`src/rtl/if_stage_pkg.sv`:
```
// Shared types and constants for the LEGv8 instruction-fetch stage.
package if_pkg;

  localparam int          XLEN         = 64;
  localparam int          IMEM_AW      = 7;
  localparam logic [31:0] NOP_INSTR    = 32'h8b1f03ff;
  localparam logic [63:0] RESET_PC_DEF = 64'h0;

  typedef struct packed {
    logic [XLEN-1:0] pc;
    logic [31:0]     instr;
    logic            valid;
  } if_id_t;

  localparam if_id_t IFID_RESET = '{pc: '0, instr: NOP_INSTR, valid: 1'b0};

endpackage

```
`src/rtl/if_stage_if.sv`:
```
// Fetch-stage bus: hazard/branch controls, instruction ROM port and IF/ID outputs.
interface if_stage_if import if_pkg::*; #(parameter int N = 64);

  logic               stall;
  logic               flush;
  logic               pcsrc;
  logic [N-1:0]       pc_branch;
  logic [IMEM_AW-1:0] imem_addr;
  logic [31:0]        imem_q;
  logic [N-1:0]       if_pc;
  logic [31:0]        if_instr;
  logic               if_valid;

  modport master (
    output stall, flush, pcsrc, pc_branch, imem_q,
    input  imem_addr, if_pc, if_instr, if_valid
  );

  modport slave (
    input  stall, flush, pcsrc, pc_branch, imem_q,
    output imem_addr, if_pc, if_instr, if_valid
  );

endinterface

```
`src/rtl/if_stage_flopre.sv`:
```
// Generic async-reset register with load enable; used for the PC and the IF/ID word.
module flopre #(
  parameter type T       = logic,
  parameter T    RST_VAL = T'(0)
) (
  input  logic i_clk,
  input  logic i_reset,
  input  logic i_en,
  input  T     i_d,
  output T     o_q
);

  T r_q;

  always_ff @(posedge i_clk or posedge i_reset) begin
    if (i_reset)   r_q <= RST_VAL;
    else if (i_en) r_q <= i_d;
  end

  assign o_q = r_q;

endmodule

```
`src/rtl/if_stage.sv`:
```
// Instruction-fetch stage: PC register, ROM addressing and the IF/ID pipeline register.
// Build option: define IF_STALL_EN to honor the stall input; otherwise stall is ignored.
module if_stage import if_pkg::*; #(
  parameter int           N        = 64,
  parameter logic [N-1:0] RESET_PC = N'(RESET_PC_DEF)
) (
  input  logic       i_clk,
  input  logic       i_reset,
  if_stage_if.slave  bus
);

  logic         w_stall;
  logic [N-1:0] r_pc;
  logic [N-1:0] w_pc_next;
  logic         w_pc_en;
  logic         w_bubble;
  logic         w_ifid_en;
  if_id_t       w_ifid_next;
  if_id_t       r_ifid;

`ifdef IF_STALL_EN
  assign w_stall = bus.stall;
`else
  logic w_stall_unused;
  assign w_stall_unused = bus.stall;
  assign w_stall        = 1'b0;
`endif

  // Redirect beats stall; the branch target is forced word-aligned.
  assign w_pc_next = bus.pcsrc ? (bus.pc_branch & ~N'(3)) : (r_pc + N'(4));
  assign w_pc_en   = bus.pcsrc | ~w_stall;

  flopre #(.T(logic [N-1:0]), .RST_VAL(RESET_PC)) u_pc (
    .i_clk   (i_clk),
    .i_reset (i_reset),
    .i_en    (w_pc_en),
    .i_d     (w_pc_next),
    .o_q     (r_pc)
  );

  // A redirect discards the wrong-path word currently being fetched.
  assign w_bubble  = bus.flush | bus.pcsrc;
  assign w_ifid_en = w_bubble | ~w_stall;

  always_comb begin
    w_ifid_next.pc = XLEN'(r_pc);
    if (w_bubble) begin
      w_ifid_next.instr = NOP_INSTR;
      w_ifid_next.valid = 1'b0;
    end else begin
      w_ifid_next.instr = bus.imem_q;
      w_ifid_next.valid = 1'b1;
    end
  end

  flopre #(.T(if_id_t), .RST_VAL(IFID_RESET)) u_ifid (
    .i_clk   (i_clk),
    .i_reset (i_reset),
    .i_en    (w_ifid_en),
    .i_d     (w_ifid_next),
    .o_q     (r_ifid)
  );

  assign bus.imem_addr = r_pc[IMEM_AW+1:2];
  assign bus.if_pc     = r_ifid.pc[N-1:0];
  assign bus.if_instr  = r_ifid.instr;
  assign bus.if_valid  = r_ifid.valid;

endmodule
```
`src/flat_wrapper.sv`:
```
// flat-port wrapper written by rule: the top's interface ports become plain ports
module if_stage_flat import if_pkg::*;
#(
  parameter int           N        = 64,
  parameter logic [N-1:0] RESET_PC = N'(RESET_PC_DEF)
)
  (i_clk, i_reset, bus_stall, bus_flush, bus_pcsrc, bus_pc_branch, bus_imem_q, bus_imem_addr, bus_if_pc, bus_if_instr, bus_if_valid);
  if_stage_if #(.N(N)) bus_i ();
  input  logic i_clk;
  input  logic i_reset;
  input wire logic [$bits(bus_i.stall)-1:0] bus_stall;
  input wire logic [$bits(bus_i.flush)-1:0] bus_flush;
  input wire logic [$bits(bus_i.pcsrc)-1:0] bus_pcsrc;
  input wire logic [$bits(bus_i.pc_branch)-1:0] bus_pc_branch;
  input wire logic [$bits(bus_i.imem_q)-1:0] bus_imem_q;
  output wire logic [$bits(bus_i.imem_addr)-1:0] bus_imem_addr;
  output wire logic [$bits(bus_i.if_pc)-1:0] bus_if_pc;
  output wire logic [$bits(bus_i.if_instr)-1:0] bus_if_instr;
  output wire logic [$bits(bus_i.if_valid)-1:0] bus_if_valid;
  assign bus_i.stall = bus_stall;
  assign bus_i.flush = bus_flush;
  assign bus_i.pcsrc = bus_pcsrc;
  assign bus_i.pc_branch = bus_pc_branch;
  assign bus_i.imem_q = bus_imem_q;
  assign bus_imem_addr = bus_i.imem_addr;
  assign bus_if_pc = bus_i.if_pc;
  assign bus_if_instr = bus_i.if_instr;
  assign bus_if_valid = bus_i.if_valid;
  if_stage #(.N(N), .RESET_PC(RESET_PC)) u_core (.i_clk(i_clk), .i_reset(i_reset), .bus(bus_i));
endmodule
```
`config.mk`:
```
export PLATFORM = sky130hd
export DESIGN_NAME = if_stage_flat
export DESIGN_NICKNAME = d
export VERILOG_FILES = /design/src/rtl/if_stage_pkg.sv /design/src/rtl/if_stage_if.sv /design/src/rtl/if_stage_flopre.sv /design/src/rtl/if_stage.sv /design/src/flat_wrapper.sv
export SDC_FILE = /design/constraint.sdc
export NUM_CORES = 1
export LEC_CHECK = 0
export ABC_AREA = 1
export BUFFER_PORTS_ARGS = -buffer_cell sky130_fd_sc_hd__buf_2
export CORE_UTILIZATION = 48
export DETAILED_ROUTE_END_ITERATION = 16
export HOLD_SLACK_MARGIN = 0.1
export PLACE_DENSITY = 0.81
export SLEW_MARGIN = 10
export SYNTH_ARGS = -nofsm -noshare
export SYNTH_HDL_FRONTEND = slang
export SYNTH_SLANG_ARGS = --single-unit
```
`constraint.sdc`:
```
create_clock -name i_clk -period 13.53 [get_ports i_clk]
set_input_delay 0.6765 -clock i_clk [delete_from_list [all_inputs] [get_ports i_clk]]
set_output_delay 0.6765 -clock i_clk [all_outputs]
set_load 0.05 [all_outputs]
```
# Word level (Yosys, flattened, before mapping)
# Index checks and enable logic that the tools add are counted.
dict set report op_classes {
  addsub 1
  n_mux 2
  bitwise_logic 1
}
# operator count
set ops {}
lappend ops {{64-bit by 3-bit adder with 64-bit output (second input constant)} 1}
lappend ops {{64-bit 2-to-1 mux} 1}
lappend ops {{33-bit 2-to-1 mux} 1}
lappend ops {{1-bit OR} 1}
dict set report totals {
  register_bits 161
  in_bits 101
  output_inout_bits 104
  word_cells 8
}

# Depth between registers and ports, before layout
dict set report depth {
  depth_word 2
  depth_mapped 10
  depth_no_buf 10
}

# Hierarchy
# A second synthesis with hierarchy kept.
dict set report unflattened {
  cells_unflattened 1345
  area_unflattened_um2 9122.5
}
# module instances cells_per_inst area_each_um2 seq_area_each_um2
set modules_own_cells {}
lappend modules_own_cells {{flopre at u_core.u_ifid} 1 411 3696.0 2451.1}
lappend modules_own_cells {if_stage 1 663 2976.6 0.0}
lappend modules_own_cells {{flopre at u_core.u_pc} 1 271 2449.8 1601.5}

# Worst setup path after synthesis
# OpenSTA, ideal clock, no wires.
dict set report synth_path {
  kind {input-to-reg}
  startpoint {input port bus_pcsrc}
  endpoint {register u_core.u_pc.r_q, in the netlist u_core.u_pc.o_q[30]}
  setup_ns 0.066
  arrival_time_ns 1.488
  required_time_ns 13.464
  setup_slack_ns 11.976
  path_stages 5
  path_buffers 3
  path_cell_list {buf_2 clkbuf_1 clkbuf_1 nand2_1 nand2_1}
}
# item line_no
set synth_lines {}
lappend synth_lines {{start: declaration} flat_wrapper.sv:13} ;# input wire logic [$bits(bus_i.pcsrc)-1:0] bus_pcsrc;
lappend synth_lines {{end signal: assignment} if_stage_flopre.sv:17} ;# else if (i_en) r_q <= i_d;
lappend synth_lines {{end: declaration} if_stage_flopre.sv:13} ;# T r_q;

==> results_dict.tcl <==
set metrics [dict create \
    clk_latency_ns 0.44 \
    cts_setup_buffers 0 \
    grt_pass1_wl_microns 28840 \
    die_w_microns 122.9 \
    grt_max_degree 90 \
    vias 6007 \
    reg2reg_from "u_core.u_pc.o_q[2]" \
    crit_family "buffers and inverters" \
    routabilityCongestion 0.9234 \
    die_h_microns 122.9 \
    drt_wl_total_microns 18360 \
    avgSynthCellArea_sq_um 8.521 \
    skew_ns 0.009907 \
    synth_area_sq_mm 0.007013 \
    drv_slew 0 \
    status "completed" \
    finalCritPeriodShare_pct 15.34 \
    antennaDiodeCount 0 \
    cts_sinks 157 \
    p_leak_nw 4.470 \
    ios 205 \
    r2r_end "u_core.u_pc.o_q[60]" \
    core-area_sq_mm 0.01404 \
    rrSetupSlack_ns 11.65 \
    area_growth_syn_to_layout_pct 24.62 \
    power_frac_seq_pct 44.0 \
    root_buffer "clkbuf_16" \
    drc 0 \
    ant_nets 0 \
    finalSetupViolations 0 \
    dr.first_iter.drc_count 445 \
    ir_worst_vdd_mv 0.1110 \
    grt_overflow 0 \
    worst-r2r-cell-count 8 \
    cts_hold_buffers 0 \
    hold_path.class "input port to async pin" \
    end_kind "flop" \
    min_period_ns 2.076 \
    grt_pass1_vias 5768 \
    post-place-ws_ns 10.97 \
    crit_required_ns 13.90 \
    max_freq_mhz 481.8 \
    worstMarginPinSlew_ns 1.041 \
    ys_types 27 \
    intPower_uw 859.8 \
    yosysSeqAreaShare_pct 56.36 \
    pwr-share-clk_pct 40.3 \
    synthCells 823 \
    critPathArrivalTime_ns 2.45 \
    start_util_pct 49.94 \
    cts_buffers 17 \
    finalHoldViolations 0 \
    switching_share_pct 30.08 \
    cp-start-kind "input port" \
    worstPathCellList "buf_2, buf_4, nor2_1, inv_1, or2_2" \
    grt_usage_pct 25.91 \
    routedWlPerCell_microns 15.14 \
    drive_above_1_share_pct 28.88 \
    cp_num_buf_inv 3 \
    crit_slowest_cell "buf_4" \
    cts_tree "built" \
    slowest_delay_ns 0.64 \
    net-switching-power_uw 369.8 \
    cts_resized 0 \
    antenna_found_initial 0 \
    timing.final.ws_setup_ns 11.45 \
    dieArea_sq_mm 0.01510 \
    path_class "input port to flop" \
    clk_pin_slew_ns 0.06 \
    tns_ns 0 \
    clockBufferDepth 2 \
    drv_cap 0 \
    ys_ff_latch 157 \
    placement.io_buffers 199 \
    htree_num_levels 4 \
    crit_fanout 89 \
    viasPerCell 4.956 \
    dp_hpwl_microns 13690 \
    rsz0062_at_grt "false" \
    slew_headroom_pct 30.57 \
    first_pass_iters 7 \
    yosysWarnings 0 \
    pwr_density_cell_mw_per_mm2 140.7 \
    p_comb_share_pct 15.7 \
    layout.nets 1121 \
    fp-row-count 43 \
]
## state kept, by name, indices dropped and copies added, names as in the netlist
signal / cells
u_core.u_ifid.o_q: 95
u_core.u_pc.o_q: 62
## kinds of logic after synthesis
logic type      share of synthesized area (%)
flops                                   56.36
compound gates                          4.068
fa+ha+maj                              0.1784
xor+xnor                                3.247
simple gates                            30.47
buf+inv                                 5.620
other cells                           0.05347
## worst reg2reg max path, delay by kind of cell (launching register included)
family	cells	cell delay, ns
buffers and inverters	1	0.09
adder cells (fa/ha/maj)	1	0.25
flip-flops	1	0.44
AND/OR/NAND/NOR	6	0.99
## metal layers
layer  global-route usage [%]  wire length, microns  vias up
met5                        0                     0        -
met4                    6.631                   272        0
met3                    6.691                  1215       26
met2                    43.01                  8821      229
met1                    33.69                  8046     2835
li1                         -                     -     2917
## placed cells by master, fill, tap and decap left out, types with 2 or more instances in the layout
master	synthesis	routed
a21oi_1	3	3
buf_2	3	199
buf_4	10	2
bufinv_16	0	3
clkbuf_1	12	2
clkbuf_16	0	17
clkbuf_8	0	2
clkinvlp_4	0	3
conb_1	1	2
dfrtp_1	138	138
dfstp_2	19	19
inv_1	67	66
inv_2	2	2
inv_6	0	5
nand2_1	273	273
nand2_2	5	5
nand2_4	7	7
nand3_1	48	48
nand4_1	7	7
nor2_1	119	119
nor2_2	7	7
nor2_4	5	5
nor2_8	2	2
o21ai_0	21	21
o21ai_1	12	12
o21bai_1	14	14
or2_2	19	19
xnor2_1	12	12
xor2_1	14	14
## power groups by stage
stage	clock [mW]	combinational (mW)	sequential (mW)
6_report	0.496	0.193	0.541
5_1_grt	0.524	0.209	0.546
2_1_floorplan	0	0.0700	0.615
4_1_cts	0.504	0.195	0.541
3_3_place_gp	0	0.191	0.547
3_5_place_dp	0	0.194	0.548
## worst max-delay path by stage
stage | from | slack [ns] | depth (start not counted) | end
3_3_place_gp | bus_pcsrc | 11.08 | 5 | u_core.u_ifid.o_q[26]
3_5_place_dp | bus_pcsrc | 10.97 | 5 | u_core.u_ifid.o_q[5]
5_1_grt | bus_pcsrc | 11.24 | 5 | u_core.u_ifid.o_q[10]
2_1_floorplan | i_reset | 8.65 | 1 | u_core.u_ifid.o_q[0]
4_1_cts | bus_pcsrc | 11.40 | 5 | u_core.u_ifid.o_q[5]
6_report | bus_pcsrc | 11.45 | 5 | u_core.u_ifid.o_q[10]
## stage by stage
| stage | std cells | total power, mW | area (sq um) | hold WS, ns | util (%) |
|---|---|---|---|---|---|
| floorplan | 824 | 0.6853 | 7017 | 0.3744 | - |
| global placement | 1180 | 0.7379 | 8123 | 0.4066 | 57.85 |
| detailed placement | 1180 | 0.7421 | 8123 | 0.4008 | 57.85 |
| CTS | 1212 | 1.239 | 8740 | 0.3588 | 62.24 |
| global route | 1212 | 1.278 | 8740 | 0.3996 | 62.24 |
| finish | 1212 | 1.230 | 8740 | 0.3448 | 62.24 |
## Yosys cell counts, drive strengths merged
master  count  share of area (%)
nor2      133                8.4
o21bai     14                1.5
conb        1              0.053
clkbuf     12               0.64
nand2     285                 16
nor3        1              0.071
a21oi       3               0.21
nand3      48                3.4
dfrtp     138                 49
dfstp      19                7.1
xor2       14                1.7
or2        19                1.7
nand4       7               0.62
nand3b      1               0.11
ha          1               0.18
xnor2      12                1.5
o21ai      33                2.4
buf        13                1.3
inv        69                3.7
## area by class of cell
| class | count | area (sq um) |
|---|---|---|
| Tap cell | 180 | 225.2 |
| Fill cell | 1199 | 5303 |
| Multi-Input combinational cell | 573 | 2670 |
| Clock buffer | 21 | 460.4 |
| Sequential cell | 157 | 3953 |
| Clock inverter | 11 | 156.4 |
| Inverter | 69 | 264.0 |
| Timing Repair Buffer | 201 | 1011 |
Note: power is estimated with default switching activity, not from simulation.
